[config.mk]
export PLATFORM = sky130hd
export DESIGN_NAME = alu_operand_loader_flat
export DESIGN_NICKNAME = d
export VERILOG_FILES = /design/src/rtl/alu_operand_loader_if.sv /design/src/rtl/alu_operand_loader.sv /design/src/flat_wrapper.sv
export SDC_FILE = /design/constraint.sdc
export NUM_CORES = 1
export LEC_CHECK = 0
export CAP_MARGIN = 20
export CORE_MARGIN = 2
export CORE_UTILIZATION = 50
export DETAILED_ROUTE_END_ITERATION = 16
export MAX_ROUTING_LAYER = met4
export PLACE_DENSITY = 0.82
export SLEW_MARGIN = 20
export SYNTH_ARGS = -nofsm -noshare
export SYNTH_HDL_FRONTEND = slang
export SYNTH_SLANG_ARGS = --single-unit
export TNS_END_PERCENT = 1
[constraint.sdc]
create_clock -name clk_2 -period 2.7 [get_ports clk_2]
set_input_delay 0.54 -clock clk_2 [delete_from_list [all_inputs] [get_ports clk_2]]
set_output_delay 0.54 -clock clk_2 [all_outputs]
set_load 0.02 [all_outputs]
[src/rtl/alu_operand_loader_if.sv]
// Operand/handshake bundle between the switch loader (master) and the ALU (slave).
// The loader presents operands with op_valid; the ALU answers in the op_ready cycle.
interface alu_operand_loader_if #(
  parameter int NBITS_OP = 3
);
  logic [NBITS_OP-1:0] a_out;
  logic [NBITS_OP-1:0] b_out;
  logic [1:0]          f_out;
  logic                op_valid;
  logic                op_ready;
  logic [NBITS_OP-1:0] result_in;
  logic                ovf_in;

  modport master (
    output a_out, b_out, f_out, op_valid,
    input  op_ready, result_in, ovf_in
  );

  modport slave (
    input  a_out, b_out, f_out, op_valid,
    output op_ready, result_in, ovf_in
  );
endinterface

[src/rtl/alu_operand_loader.sv]
// Debounced-button operand loader for the switch ALU: captures a, then b/op,
// issues them with valid/ready and holds the returned result for display.
module alu_operand_loader #(
  parameter int DB_CYCLES = 2,
  parameter int NBITS_OP  = 3
) (
  input  logic                 clk_2,
  input  logic                 rst_n,
  input  logic [NBITS_OP-1:0]  data_in,
  input  logic [1:0]           sel_in,
  input  logic                 load,
  input  logic                 clear,
  alu_operand_loader_if.master alu,
  output logic [NBITS_OP-1:0]  result_q,
  output logic                 ovf_q,
  output logic                 done,
  output logic [1:0]           state_o,
  output logic [3:0]           op_count
);

  // LOAD_A: wait a | LOAD_B: wait b,op | ISSUE: op_valid to ALU | DONE: hold result
  typedef enum logic [1:0] {
    LOAD_A = 2'b00,
    LOAD_B = 2'b01,
    ISSUE  = 2'b10,
    DONE   = 2'b11
  } state_t;

  localparam logic [3:0] DB_TC = 4'(DB_CYCLES);

  logic [1:0] sync_q;
  logic [1:0] fill_q;
  logic       load_s;
  logic       armed_q, armed_d;
  logic       deb_q, deb_d;
  logic       deb_dly_q;
  logic [3:0] cnt_q, cnt_d;
  logic [3:0] cnt_inc;
  logic       press;

  state_t              state_q, state_d;
  logic [NBITS_OP-1:0] a_q, a_d;
  logic [NBITS_OP-1:0] b_q, b_d;
  logic [1:0]          f_q, f_d;
  logic [NBITS_OP-1:0] result_d;
  logic                ovf_d;
  logic [3:0]          op_count_q, op_count_d;

  assign load_s  = sync_q[1];
  assign cnt_inc = cnt_q + 4'd1;

  always_comb begin
    cnt_d = 4'd0;
    deb_d = deb_q;
    if (load_s != deb_q) begin
      if (cnt_inc == DB_TC) begin
        deb_d = ~deb_q;
      end else begin
        cnt_d = cnt_inc;
      end
    end
  end

  // A button held through reset must be seen released once before it can press;
  // fill_q marks when the synchronizer holds real post-reset samples.
  assign armed_d = armed_q | (fill_q[1] & ~load_s);
  assign press   = deb_q & ~deb_dly_q & armed_q;

  always_comb begin
    state_d    = state_q;
    a_d        = a_q;
    b_d        = b_q;
    f_d        = f_q;
    result_d   = result_q;
    ovf_d      = ovf_q;
    op_count_d = op_count_q;
    if (clear) begin
      state_d = LOAD_A;
    end else begin
      unique case (state_q)
        LOAD_A: begin
          if (press) begin
            a_d     = data_in;
            state_d = LOAD_B;
          end
        end
        LOAD_B: begin
          if (press) begin
            b_d     = data_in;
            f_d     = sel_in;
            state_d = ISSUE;
          end
        end
        ISSUE: begin
          if (alu.op_ready) begin
            result_d   = alu.result_in;
            ovf_d      = alu.ovf_in;
            op_count_d = op_count_q + 4'd1;
            state_d    = DONE;
          end
        end
        DONE: begin
          if (press) begin
            state_d = LOAD_A;
          end
        end
      endcase
    end
  end

  always_ff @(posedge clk_2) begin
    if (!rst_n) begin
      sync_q     <= 2'b00;
      fill_q     <= 2'b00;
      armed_q    <= 1'b0;
      deb_q      <= 1'b0;
      deb_dly_q  <= 1'b0;
      cnt_q      <= 4'd0;
      state_q    <= LOAD_A;
      a_q        <= '0;
      b_q        <= '0;
      f_q        <= 2'b00;
      result_q   <= '0;
      ovf_q      <= 1'b0;
      op_count_q <= 4'd0;
    end else begin
      sync_q     <= {sync_q[0], load};
      fill_q     <= {fill_q[0], 1'b1};
      armed_q    <= armed_d;
      deb_q      <= deb_d;
      deb_dly_q  <= deb_q;
      cnt_q      <= cnt_d;
      state_q    <= state_d;
      a_q        <= a_d;
      b_q        <= b_d;
      f_q        <= f_d;
      result_q   <= result_d;
      ovf_q      <= ovf_d;
      op_count_q <= op_count_d;
    end
  end

  assign alu.a_out    = a_q;
  assign alu.b_out    = b_q;
  assign alu.f_out    = f_q;
  assign alu.op_valid = (state_q == ISSUE);
  assign done         = (state_q == DONE);
  assign state_o      = state_q;
  assign op_count     = op_count_q;

endmodule

[src/flat_wrapper.sv]
// flat-port wrapper written by rule: the top's interface ports become plain ports
module alu_operand_loader_flat 
#(
  parameter int DB_CYCLES = 2,
  parameter int NBITS_OP  = 3
)
  (clk_2, rst_n, data_in, sel_in, load, clear, result_q, ovf_q, done, state_o, op_count, alu_a_out, alu_b_out, alu_f_out, alu_op_valid, alu_op_ready, alu_result_in, alu_ovf_in);
  alu_operand_loader_if #(.NBITS_OP(NBITS_OP)) alu_i ();
  input  logic clk_2;
  input  logic rst_n;
  input  logic [NBITS_OP-1:0] data_in;
  input  logic [1:0] sel_in;
  input  logic load;
  input  logic clear;
  output logic [NBITS_OP-1:0] result_q;
  output logic ovf_q;
  output logic done;
  output logic [1:0] state_o;
  output logic [3:0] op_count;
  output wire logic [$bits(alu_i.a_out)-1:0] alu_a_out;
  output wire logic [$bits(alu_i.b_out)-1:0] alu_b_out;
  output wire logic [$bits(alu_i.f_out)-1:0] alu_f_out;
  output wire logic [$bits(alu_i.op_valid)-1:0] alu_op_valid;
  input wire logic [$bits(alu_i.op_ready)-1:0] alu_op_ready;
  input wire logic [$bits(alu_i.result_in)-1:0] alu_result_in;
  input wire logic [$bits(alu_i.ovf_in)-1:0] alu_ovf_in;
  assign alu_a_out = alu_i.a_out;
  assign alu_b_out = alu_i.b_out;
  assign alu_f_out = alu_i.f_out;
  assign alu_op_valid = alu_i.op_valid;
  assign alu_i.op_ready = alu_op_ready;
  assign alu_i.result_in = alu_result_in;
  assign alu_i.ovf_in = alu_ovf_in;
  alu_operand_loader #(.DB_CYCLES(DB_CYCLES), .NBITS_OP(NBITS_OP)) u_core (.clk_2(clk_2), .rst_n(rst_n), .data_in(data_in), .sel_in(sel_in), .load(load), .clear(clear), .alu(alu_i), .result_q(result_q), .ovf_q(ovf_q), .done(done), .state_o(state_o), .op_count(op_count));
endmodule
==> impl_results.md <==
- DRT iter0 DRCs: 13
- Vias post-DR: 976
- Buffers & Inverters on Critical Path: 2
- Synth unique cells: 28
- Post_cts resized: 0
- Hold path startpoint: u_core.sync_q[0]
- CP peak stage delay: 0.64 ns
- Final core utilization: between 70% and 80%
- Core Region: 2250 um2
- Maximum VDD drop: 570 uV
- Worst Hold End: u_core.sync_q[1]
- Number of global-route vias before repair: 905
- Async set-reset flop share out of synthesis: 0%
- Hold path depth: 1
- Post-DP HPWL: 1790 um
- Final setup fails: 0
- Critical path type: reg -> out
- DRC violations left: 0
- CTS tree: built
- Cells after synthesis: 128
- Fin. Hold Viols: 0
- Max Root-Sink Buffers: 2
- Ports: 34
- Status: complete, no violations
- Hold_buf cts: 0
- Family with the most delay on the worst path: buffers and inverters
- Slew margin rel.: 81.0%
- Hold crit path type: reg -> reg
- Worst path slowest cell: clkdlybuf4s50_1
- Warnings from Yosys: 0
- Placed Area: 1570 um2
- Power per cell area: around 510 nW/um2
- CP startpoint kind: register
- Synth top area cells: dfxtp_1 48%, ha_1 8.2%, nand2_1 7.1%
- Total chip power: approximately 0.84 mW
- CTS buffer count: 5
- Initial antenna violation count: 0
- Vias per std cell: 5.03
- Flops & latches, synth: 29
- WL final: 2230 um
- Avg Cell Area, Syn: 9.51 um2
- Seq/Total Area, Yosys: a little under half
- Clk Latency, worst-skew pair: 0.33 ns
- GRT Util Overall: 18.8%
- Max_cap viols: 0
- Data arrival, critical path: 1.70 ns
- Filler instances: between 150 and 200
- TNS Setup: 0 ns
- Post-synth EDFFs: 0
- CP Max Fanout: 5
- Yosys top cell by area: dfxtp_1
- Period minus WS final: 2.24 ns
- RR Endpoint: u_core.state_o[1]
- Routability cong.: slightly above 0.7
- Main flop type after synthesis: dfxtp_1
- Largest net degree at the start of global routing: 25
- Worst slew pin tran: 0.285 ns
- Count leader, synth: dfxtp_1
- Initial Util: a little over half
- Top post-synthesis cells by count: 29 x dfxtp_1, 23 x nand2_1, 11 x nand3_1, 9 x o21ai_0, 8 x ha_1
- Antenna diodes: 0
- FMAX: 446 MHz
- Clk sinks: 29
- R2R setup slack: 1.04 ns
- FF-to-FF path depth: 6
- Crit path required time: 2.16 ns
- Layout area overhead: 36.2%
- Initial DRT Pass Iterations: 3
- Clock H-tree levels: 2
- Mapped Nets: 150
- Worst-path clk slew: around 0.08 ns
- Final Max Slew Viols: 0
- First-pass GRT wire length: 3680 um
- Fin crit share: 83.0%
- Share of cells above drive strength 1: 8.43%
- Die Y: 53.3 um
- Critical Path End Type: output port
- Post-CTS setup buffer count: 0
- Final instance area: 1660 um2
- WL/cell: approximately 12 um
- Reg-to-Reg Start: u_core.state_o[0]
- Final #Nets: roughly 190
- Worst Skew: about 0.013 ns
- Total gr overflow: 0
- Top-area cell type share of the netlist area: ~48%
- Syn Std Cell Area: 1220 um2
- Pleak: 0.635 nW
- Port bufs: 33
- DIE AREA: approximately 2800 um2
- RSZ-0062 raised after global routing: no
- Crit-path cells: inv_1 -> ha_1 -> clkdlybuf4s50_1
- FP Rows: 17
- Die W: between 50 and 60 um
- CTS Root Cell: clkbuf_4
- Antenna-violating nets left: 0
## state kept, by name, indices dropped and copies added (netlist names), 2 cells and up
register / count
u_core.cnt_q: 4
u_core.op_count: 4
u_core.alu.a_out: 3
u_core.alu.b_out: 3
u_core.result_q: 3
u_core.alu.f_out: 2
u_core.fill_q: 2
u_core.state_o: 2
u_core.sync_q: 2
## cell type report
class | count | area (um2) | area share (%)
multi-input combinational | 91 | 604 | 36.5
sequential | 29 | 581 | 35.0
timing repair buffer | 34 | 338 | 20.4
clock buffer | 7 | 55.1 | 3.32
tap | 28 | 35.0 | 2.11
clock inverter | 1 | 30.0 | 1.81
inverter | 4 | 15.0 | 0.906
## worst max path at each step
| stage | startpoint | to | slack (ns) | cells past startpoint |
|---|---|---|---|---|
| 6_report | u_core.state_o[0] | alu_op_valid | 0.46 | 3 |
| 4_1_cts | u_core.state_o[0] | alu_op_valid | 0.44 | 3 |
| 5_1_grt | u_core.state_o[0] | alu_op_valid | 0.38 | 3 |
| 3_3_place_gp | u_core.state_o[0] | alu_op_valid | 0.84 | 3 |
| 3_5_place_dp | clear | u_core.alu.f_out[1] | 0.79 | 5 |
| 2_1_floorplan | u_core.state_o[0] | u_core.state_o[1] | 0.99 | 6 |
## through the flow
stage                     std cells  hold slack (ns)  worst slack [ns]
after floorplan                 128            0.412             0.991
after global placement          186            0.419             0.840
after detailed placement        186            0.430             0.792
after CTS                       194            0.449             0.439
after global routing            194            0.472             0.379
final                           194            0.447             0.460
## kinds of logic (layout without fill, tap and decap cells)
| kind of cell | Yosys count | after routing | synth area share, % |
|---|---|---|---|
| flops | 29 | 29 | 47.7 |
| xor+xnor | 6 | 6 | 4.32 |
| fa+ha+maj | 8 | 8 | 8.22 |
| mux | 2 | 2 | 1.64 |
| compound gates | 19 | 19 | 11.1 |
| buf+inv | 8 | 46 | 2.67 |
| simple gates | 56 | 56 | 24.4 |
## report_power, final
group / switching (mW) / internal, mW
combinational: 0.0142 / 0.0244
clock: 0.144 / 0.221
sequential: 0.00255 / 0.432
## metal layers
layer	up-vias	wire length [um]	track usage, %
met3	2	133	8.19
met5	-	0	-
li1	503	-	-
met1	451	935	19.5
met4	0	19	6.41
met2	20	1150	31.7
## cells in the final DEF (no fill, tap or decap)
cell type	n
o21ai_0	9
or3_4	1
a21oi_4	1
o21a_1	1
nor3_1	2
clkdlybuf4s50_1	33
or3_1	1
xnor2_1	4
nand3b_4	1
nand2_1	23
clkbuf_1	1
dfxtp_1	29
nor2b_1	2
o21ai_2	1
bufinv_16	1
nor2_1	5
a211oi_2	1
xor2_1	2
nand3b_1	1
ha_1	8
clkbuf_8	1
and4bb_2	1
inv_1	4
and2_1	5
mux2i_1	2
and3b_1	1
a21boi_0	6
nand3_1	11
clkbuf_4	5
buf_4	1
nand2b_1	1
or4b_1	1
## worst register-to-register path, delay by kind of cell, from the launching register on
| kind | cells | cell delay [ns] |
|---|---|---|
| AOI/OAI and AO/OA | 1 | 0.17 |
| adders and majority gates | 1 | 0.23 |
| buffers and inverters | 1 | 0.11 |
| DFF | 1 | 0.40 |
| muxes | 1 | 0.19 |
| and+or+nand+nor | 2 | 0.46 |
No activity file was read; power rests on OpenSTA's default activity.
